**config.mk**
```make
export PLATFORM = sky130hd
export DESIGN_NAME = core_run_ctrl
export DESIGN_NICKNAME = d
export VERILOG_FILES = /design/src/rtl/core_run_ctrl.sv
export SDC_FILE = /design/constraint.sdc
export NUM_CORES = 1
export LEC_CHECK = 0
export BUFFER_PORTS_ARGS = -buffer_cell sky130_fd_sc_hd__buf_2
export CAP_MARGIN = 20
export CORE_MARGIN = 2
export CORE_UTILIZATION = 61
export CTS_CLUSTER_SIZE = 16
export DETAILED_ROUTE_END_ITERATION = 8
export HOLD_SLACK_MARGIN = 0.1
export PLACE_DENSITY = 0.87
export SYNTH_ARGS = -nofsm -noshare
export SYNTH_HDL_FRONTEND = slang
export SYNTH_SLANG_ARGS = --single-unit
```
**constraint.sdc**
```tcl
create_clock -name clk -period 4.2 [get_ports clk]
set_input_delay 0 -clock clk [delete_from_list [all_inputs] [get_ports clk]]
set_output_delay 0 -clock clk [all_outputs]
set_load 0.005 [all_outputs]
```
**src/rtl/core_run_ctrl.sv**
```systemverilog
// rtl/core_run_ctrl.sv - reset, run and verdict engine for the RV32I single-cycle core
module core_run_ctrl #(
    parameter int unsigned RESET_CYCLES = 2,
    parameter int unsigned MAX_CYCLES   = 1000,
    parameter int unsigned HANG_CYCLES  = 4,
    parameter logic [31:0] TOHOST_ADDR  = 32'h0000_0FFC,
    parameter logic [31:0] PASS_CODE    = 32'h0000_0001,
    parameter int unsigned CNT_W        = 32
) (
    input  logic             clk,
    input  logic             rst,
    input  logic             start,
    input  logic [31:0]      pc,
    input  logic             mem_we,
    input  logic [31:0]      mem_addr,
    input  logic [31:0]      mem_wdata,
    output logic             core_rst,
    output logic [2:0]       status,
    output logic             done,
    output logic [CNT_W-1:0] cycle_count,
    output logic [31:0]      result
);

    typedef enum logic [2:0] {
        S_IDLE    = 3'd0,
        S_HOLD    = 3'd1,
        S_RUN     = 3'd2,
        S_PASS    = 3'd3,
        S_FAIL    = 3'd4,
        S_TIMEOUT = 3'd5,
        S_HANG    = 3'd6
    } state_t;

    localparam logic [31:0]      HOLD_LAST = 32'(RESET_CYCLES - 1);
    localparam logic [31:0]      HANG_LIM  = 32'(HANG_CYCLES);
    localparam logic [CNT_W-1:0] MAX_C     = CNT_W'(MAX_CYCLES);

    state_t           state;
    logic [31:0]      hold_cnt;
    logic [31:0]      hang_cnt;
    logic [31:0]      prev_pc;
    logic             first_run;
    logic [CNT_W-1:0] cc_next;
    logic             tohost_hit;
    logic             hang_hit;
    logic             timeout_hit;

    assign status = state;

    // Saturating count; the current RUN cycle is included in the timeout compare.
    assign cc_next     = (cycle_count == {CNT_W{1'b1}}) ? cycle_count : cycle_count + 1'b1;
    assign tohost_hit  = mem_we && (mem_addr == TOHOST_ADDR);
    // hang_cnt holds the number of consecutive samples at the same pc value.
    assign hang_hit    = !first_run && (pc == prev_pc) && ((hang_cnt + 32'd1) >= HANG_LIM);
    assign timeout_hit = (cc_next >= MAX_C);

    always_ff @(posedge clk) begin
        if (!rst) begin
            state       <= S_IDLE;
            core_rst    <= 1'b0;
            done        <= 1'b0;
            cycle_count <= '0;
            result      <= '0;
            hold_cnt    <= '0;
            hang_cnt    <= '0;
            prev_pc     <= '0;
            first_run   <= 1'b0;
        end else begin
            case (state)
                S_HOLD: begin
                    if (hold_cnt == HOLD_LAST) begin
                        state     <= S_RUN;
                        core_rst  <= 1'b1;
                        first_run <= 1'b1;
                    end else begin
                        hold_cnt <= hold_cnt + 32'd1;
                    end
                end
                S_RUN: begin
                    cycle_count <= cc_next;
                    first_run   <= 1'b0;
                    prev_pc     <= pc;
                    if (first_run || (pc != prev_pc)) begin
                        hang_cnt <= 32'd1;
                    end else begin
                        hang_cnt <= hang_cnt + 32'd1;
                    end
                    if (tohost_hit) begin
                        result   <= mem_wdata;
                        state    <= (mem_wdata == PASS_CODE) ? S_PASS : S_FAIL;
                        core_rst <= 1'b0;
                        done     <= 1'b1;
                    end else if (hang_hit) begin
                        state    <= S_HANG;
                        core_rst <= 1'b0;
                        done     <= 1'b1;
                    end else if (timeout_hit) begin
                        state    <= S_TIMEOUT;
                        core_rst <= 1'b0;
                        done     <= 1'b1;
                    end
                end
                default: begin
                    // IDLE and all terminal states launch a fresh run the same way.
                    if (start) begin
                        state       <= S_HOLD;
                        core_rst    <= 1'b0;
                        done        <= 1'b0;
                        cycle_count <= '0;
                        result      <= '0;
                        hold_cnt    <= '0;
                        hang_cnt    <= '0;
                        first_run   <= 1'b0;
                    end
                end
            endcase
        end
    end

endmodule

```
# == After elaboration in Yosys (flattened, before gate mapping) ==
# Index checks and enable logic that the tools add are counted.
# classes
mux,27
add_sub_neg,3
reduce_logical,14
n_lt_le_gt_ge,2
n_eq_ne,12
bitwise,2
# ops
operator,n
$pmux 32 s2,4
$mux 32,5
$add 32x1->32 const B,3
$eq 32x1->1 const B,2
$eq 32x12->1 const B,1
$eq 32x32->1,1
$eq 32x32->1 const B,1
$ge 32x10->1 const B,1
$ge 32x3->1 const B,1
$ne 32x32->1,1
$mux 3,6
$reduce_and 3->1,4
$mux 1,8
$ne 2x2->1 const B,3
$pmux 1 s2,3
$pmux 3 s2,1
$ne 4x4->1 const B,1
$reduce_and 2->1,2
$reduce_bool 2->1,2
$eq 3x1->1 const B,1
$eq 3x2->1 const B,1
$logic_and 1x1->1,3
$reduce_bool 3->1,1
$not 1->1,2
2 further kinds,2
# totals
word_cells,69
in_bits,100
regBits,166
output_inout_bits,69

# == Depth between registers and ports, before layout ==
# depth
ltp_word,7
depth_mapped,12
depth_no_buf,11

# == Worst setup path before layout ==
# No wires, ideal clock.
# synth_timing
path_kind,register to register
start,reg cycle_count[0]
end,"reg state[0], in the netlist status[0]"
t_arrival_ps,2834
setup_ps,72
t_required_ps,4128
slack_ps,1295
n_path_buf,1
stages_incl_launch_ff,12
period_less_slack_ps,2905
path_cell_list,dfxtp_1 > ha_1 > nand3_1 > or3_1 > clkbuf_1 > o31a_1 > nor4_1 > a31oi_1 > nor4_1 > o2111ai_2 > nand2_1 > mux2i_1
# synth_between
elab_chain_len,5
elab_cells_between_ends,6
classes_between,1 x add/sub; 1 x order compare; 2 x eq/ne; 1 x mux; 1 x reduce/logical
# synth_lines
element,line_no,rtl
"start, declared",20,"output logic [CNT_W-1:0] cycle_count,"
"start signal, assigned",80,cycle_count <= cc_next;
$add 32x1->32 / $eq 32x32->1 (equally long branches),51,assign cc_next = (cycle_count == {CNT_W{1'b1}}) ? cycle_count : cycle_count + 1'b1;
$mux 32 (*),51,
$ge 32x10->1 (*),55,assign timeout_hit = (cc_next >= MAX_C);
$ne 4x4->1 (no source line) (*),-,
$reduce_and 3->1 (no source line) (*),-,
"end signal, assigned",90,state <= (mem_wdata == PASS_CODE) ? S_PASS : S_FAIL;
"end, declared",38,state_t state;
# Every way passes the cells marked *; elsewhere a longest branch is shown, timed or not.
# A chain may end at the register's enable or synchronous reset.

# == Worst setup path after layout ==
# layout_timing
start,reg prev_pc[7]
end,reg hang_cnt[13]
# layout_between
elab_chain_len,4
# layout_lines
element,line_no,rtl
"start, declared",41,logic [31:0] prev_pc;
"start signal, assigned",82,prev_pc <= pc;
$ne 32x32->1,83,if (first_run || (pc != prev_pc)) begin
$logic_or 1x1->1,83,
$mux 32,83,
$pmux 32 s2,69,case (state)
"end signal, assigned",86,hang_cnt <= hang_cnt + 32'd1;
"end, declared",40,logic [31:0] hang_cnt;
# Every way passes these cells.

==> metrics.cfg <==
[status]
outcome=finished, final reports clean

[worst_setup_path]
rrSetupSlack_ps=630
path_max_fanout=29
crit_family=simple AND/OR/NAND/NOR gates
required_ps=4570
crit_arrival_ps=3940
cpPeakStageDelay_ps=620
crit_type=flop to flop
worst-path-stages=10
ff2ff_path_depth=10
end_kind=flop
start_kind=flop
crit_chain=xor2_1, nor4_1, nand4_1, or4_1, nor4_2, nand2_1, buf_4, o21ai_0, a21oi_1, nor2_1
crit_buf_inv=1
crit_path_top_delay_cell=nand2_1

[clock_network]
clk_latency_ps=440
post-cts-setup-buffers=0
cts_resized=0
htree_levels=4
cts-root-buf=clkbuf_16
clock_path_buffers=2
tritoncts=done
cts-buffers-inserted=17
cts.sink_count=166
clk_pin_slew_worst_paths_ps=70

[sta]
worstMarginPinSlew_ps=1040
slew_violations=0
rsz0062_at_grt=no
tns_ps=0
min_period_over_period_pct=85.0
fmax_mhz=280
hold_violations=0
setup_slack_ps=631
final.min_clock_period_ps=3570
setup_viol=0
max_slew_margin_pct=30.3
skew_ps=11.2
whs_ps=312

[drt]
vias=10200
firstDrtPassIters=6
drt-wirelength-per-cell_um=18.8
ant_nets=0
drtIter0Drc=1317
via_per_inst=6.49
wirelength_mm=29.7
drc=0

[floorplanning]
die_area_um2=15800
dieWidth_um=126
rows=44
ios=169
core-area_um2=14500
die_h_um=126
initial_utilization_pct=62.2

[placed_design]
placed_cell_area_um2=9850
dp_slack_ps=841
finalWeightedCongestion=0.940
portBuffers=168
post-dp-hpwl_mm=16.5

[logic_synthesis]
synth_flop_cell=dfxtp_1
ys.warnings.count=0
mappedNetlistArea_um2=9010
async_flop_share_pct=0
ys_types=66
yosys.area.top_type=dfxtp_1
syn_inst=1199
synth-edff-count=0
yosysSeqAreaShare_pct=36.9
synth_top_area_share_pct=36.9
syn-num-nets=1303
synth-seq-cells=166
synthTopCellsByArea=dfxtp_1 (37%), a21oi_1 (7.1%), nand2_1 (6.5%), nand3_1 (5.0%), nor2_1 (5.0%)
synth_area_per_cell_um2=7.51

[pwr]
power.leakage_nw=4.16
combPwrFrac_pct=25.7
p_switching_mw=1.63
peakVddDrop_uv=372
swShare_pct=34.1
p_per_area_nw_per_um2=428
internal_power_mw=3.14
p_clk_share_pct=36.7
p_seq_share_pct=37.5

[cells_and_area]
layout_common_cells=buf_2 (168), dfxtp_1 (166), nand2_1 (154)
area_delta_synth_final_pct=23.9
drive_above_1_share_pct=17.3
layout_commonest_cell=buf_2
finalInstanceArea_um2=11200
nets=1481
fin_util_pct=77.1

[grt]
grt_overflow=0
antenna_found_initial=1
grt_max_degree=99
grt_pass1_wl_mm=48.1
grt_pass1_vias=9627
grtUsageTotal_pct=36.9

[min_path]
min_path_type=input port to flop
min_path_cells=4

[flow_run]
maxCapViolCount=0

## synthesized netlist by cell type (all sizes together) (4+ instances only)
master	number
nand4	36
nor3	40
or3	24
xor2	38
nor4	50
nor4b	5
a21o	6
and3	32
o31ai	5
and2	11
or4	6
nand2	155
xnor2	42
buf	12
dfxtp	166
a21oi	128
nand3	90
ha	4
a311oi	13
a31oi	13
clkbuf	77
inv	5
and4	7
a211oi	6
a22oi	7
nor3b	8
or2	4
nor2	119
o21ai	53
mux2i	6
## tightest hold or removal path, delay by kind of cell
family | cells | cell delay [ps]
AND/OR/NAND/NOR | 3 | 600
buffers and inverters | 1 | 100
## timing repair
item	4_1_cts	5_1_grt
endpoints found under the hold margin	71	0
setup endpoints to repair	0	0
hold buffers	65	0
## area by class of cell
cell class,count,area (um^2)
inverter,5,21.3
clock buffer,17,425
timing repair buffer,248,1610
multi-input combinational,939,5330
sequential,166,3320
tap,184,230
fill,975,3320
antenna,1,2.50
clock inverter,14,221
## per-stage QoR
step | total power [mW] | std cells
3_3_place_gp | 2.89 | 1476
4_1_cts | 4.68 | 1572
3_5_place_dp | 2.91 | 1476
5_1_grt | 4.95 | 1574
6_report | 4.77 | 1574
2_1_floorplan | 2.57 | 1199
## state kept, by name, summed over array words and instances, names as in the netlist
name and cells:
core_rst 1, cycle_count 32, done 1, first_run 1, hang_cnt 32, hold_cnt 32
prev_pc 32, result 32, status 3
## routing by layer
metal  share of wire [%]  GRT usage (%)  vias to the layer above
met4                 5.9           20.5                        0
met3                 8.6           7.79                      167
met5                   0              0                        -
li1                    -              -                     4675
met2                  47           61.1                      641
met1                  38           44.8                     4731
## cell families after synthesis
kind of cell / count (synthesis) / synth area share (%)
XOR/XNOR: 80 / 7.78
AO/OA/AOI/OAI: 252 / 16.5
adder cells (fa/ha/maj): 4 / 0.556
AND/OR/NAND/NOR: 596 / 33.3
flip-flops: 166 / 36.9
buffers and inverters: 94 / 4.19
multiplexers: 7 / 0.792
## power by group through the flow
stage               Combinational [mW]  Clock [mW]  Sequential, mW
floorplan                        0.767           0            1.80
global placement                  1.08           0            1.81
detailed placement                1.10           0            1.81
CTS                               1.16        1.74            1.78
global route                      1.33        1.82            1.80
finish                            1.23        1.75            1.79
## final timing paths
kind / to / startpoint
worst max register to register: hang_cnt[13] / prev_pc[7]
worst max-delay path: hang_cnt[13] / prev_pc[7]
worst min-delay path: hold_cnt[20] / start
worst min register to register: result[12] / result[12]
(Power assumes the default switching activity.)
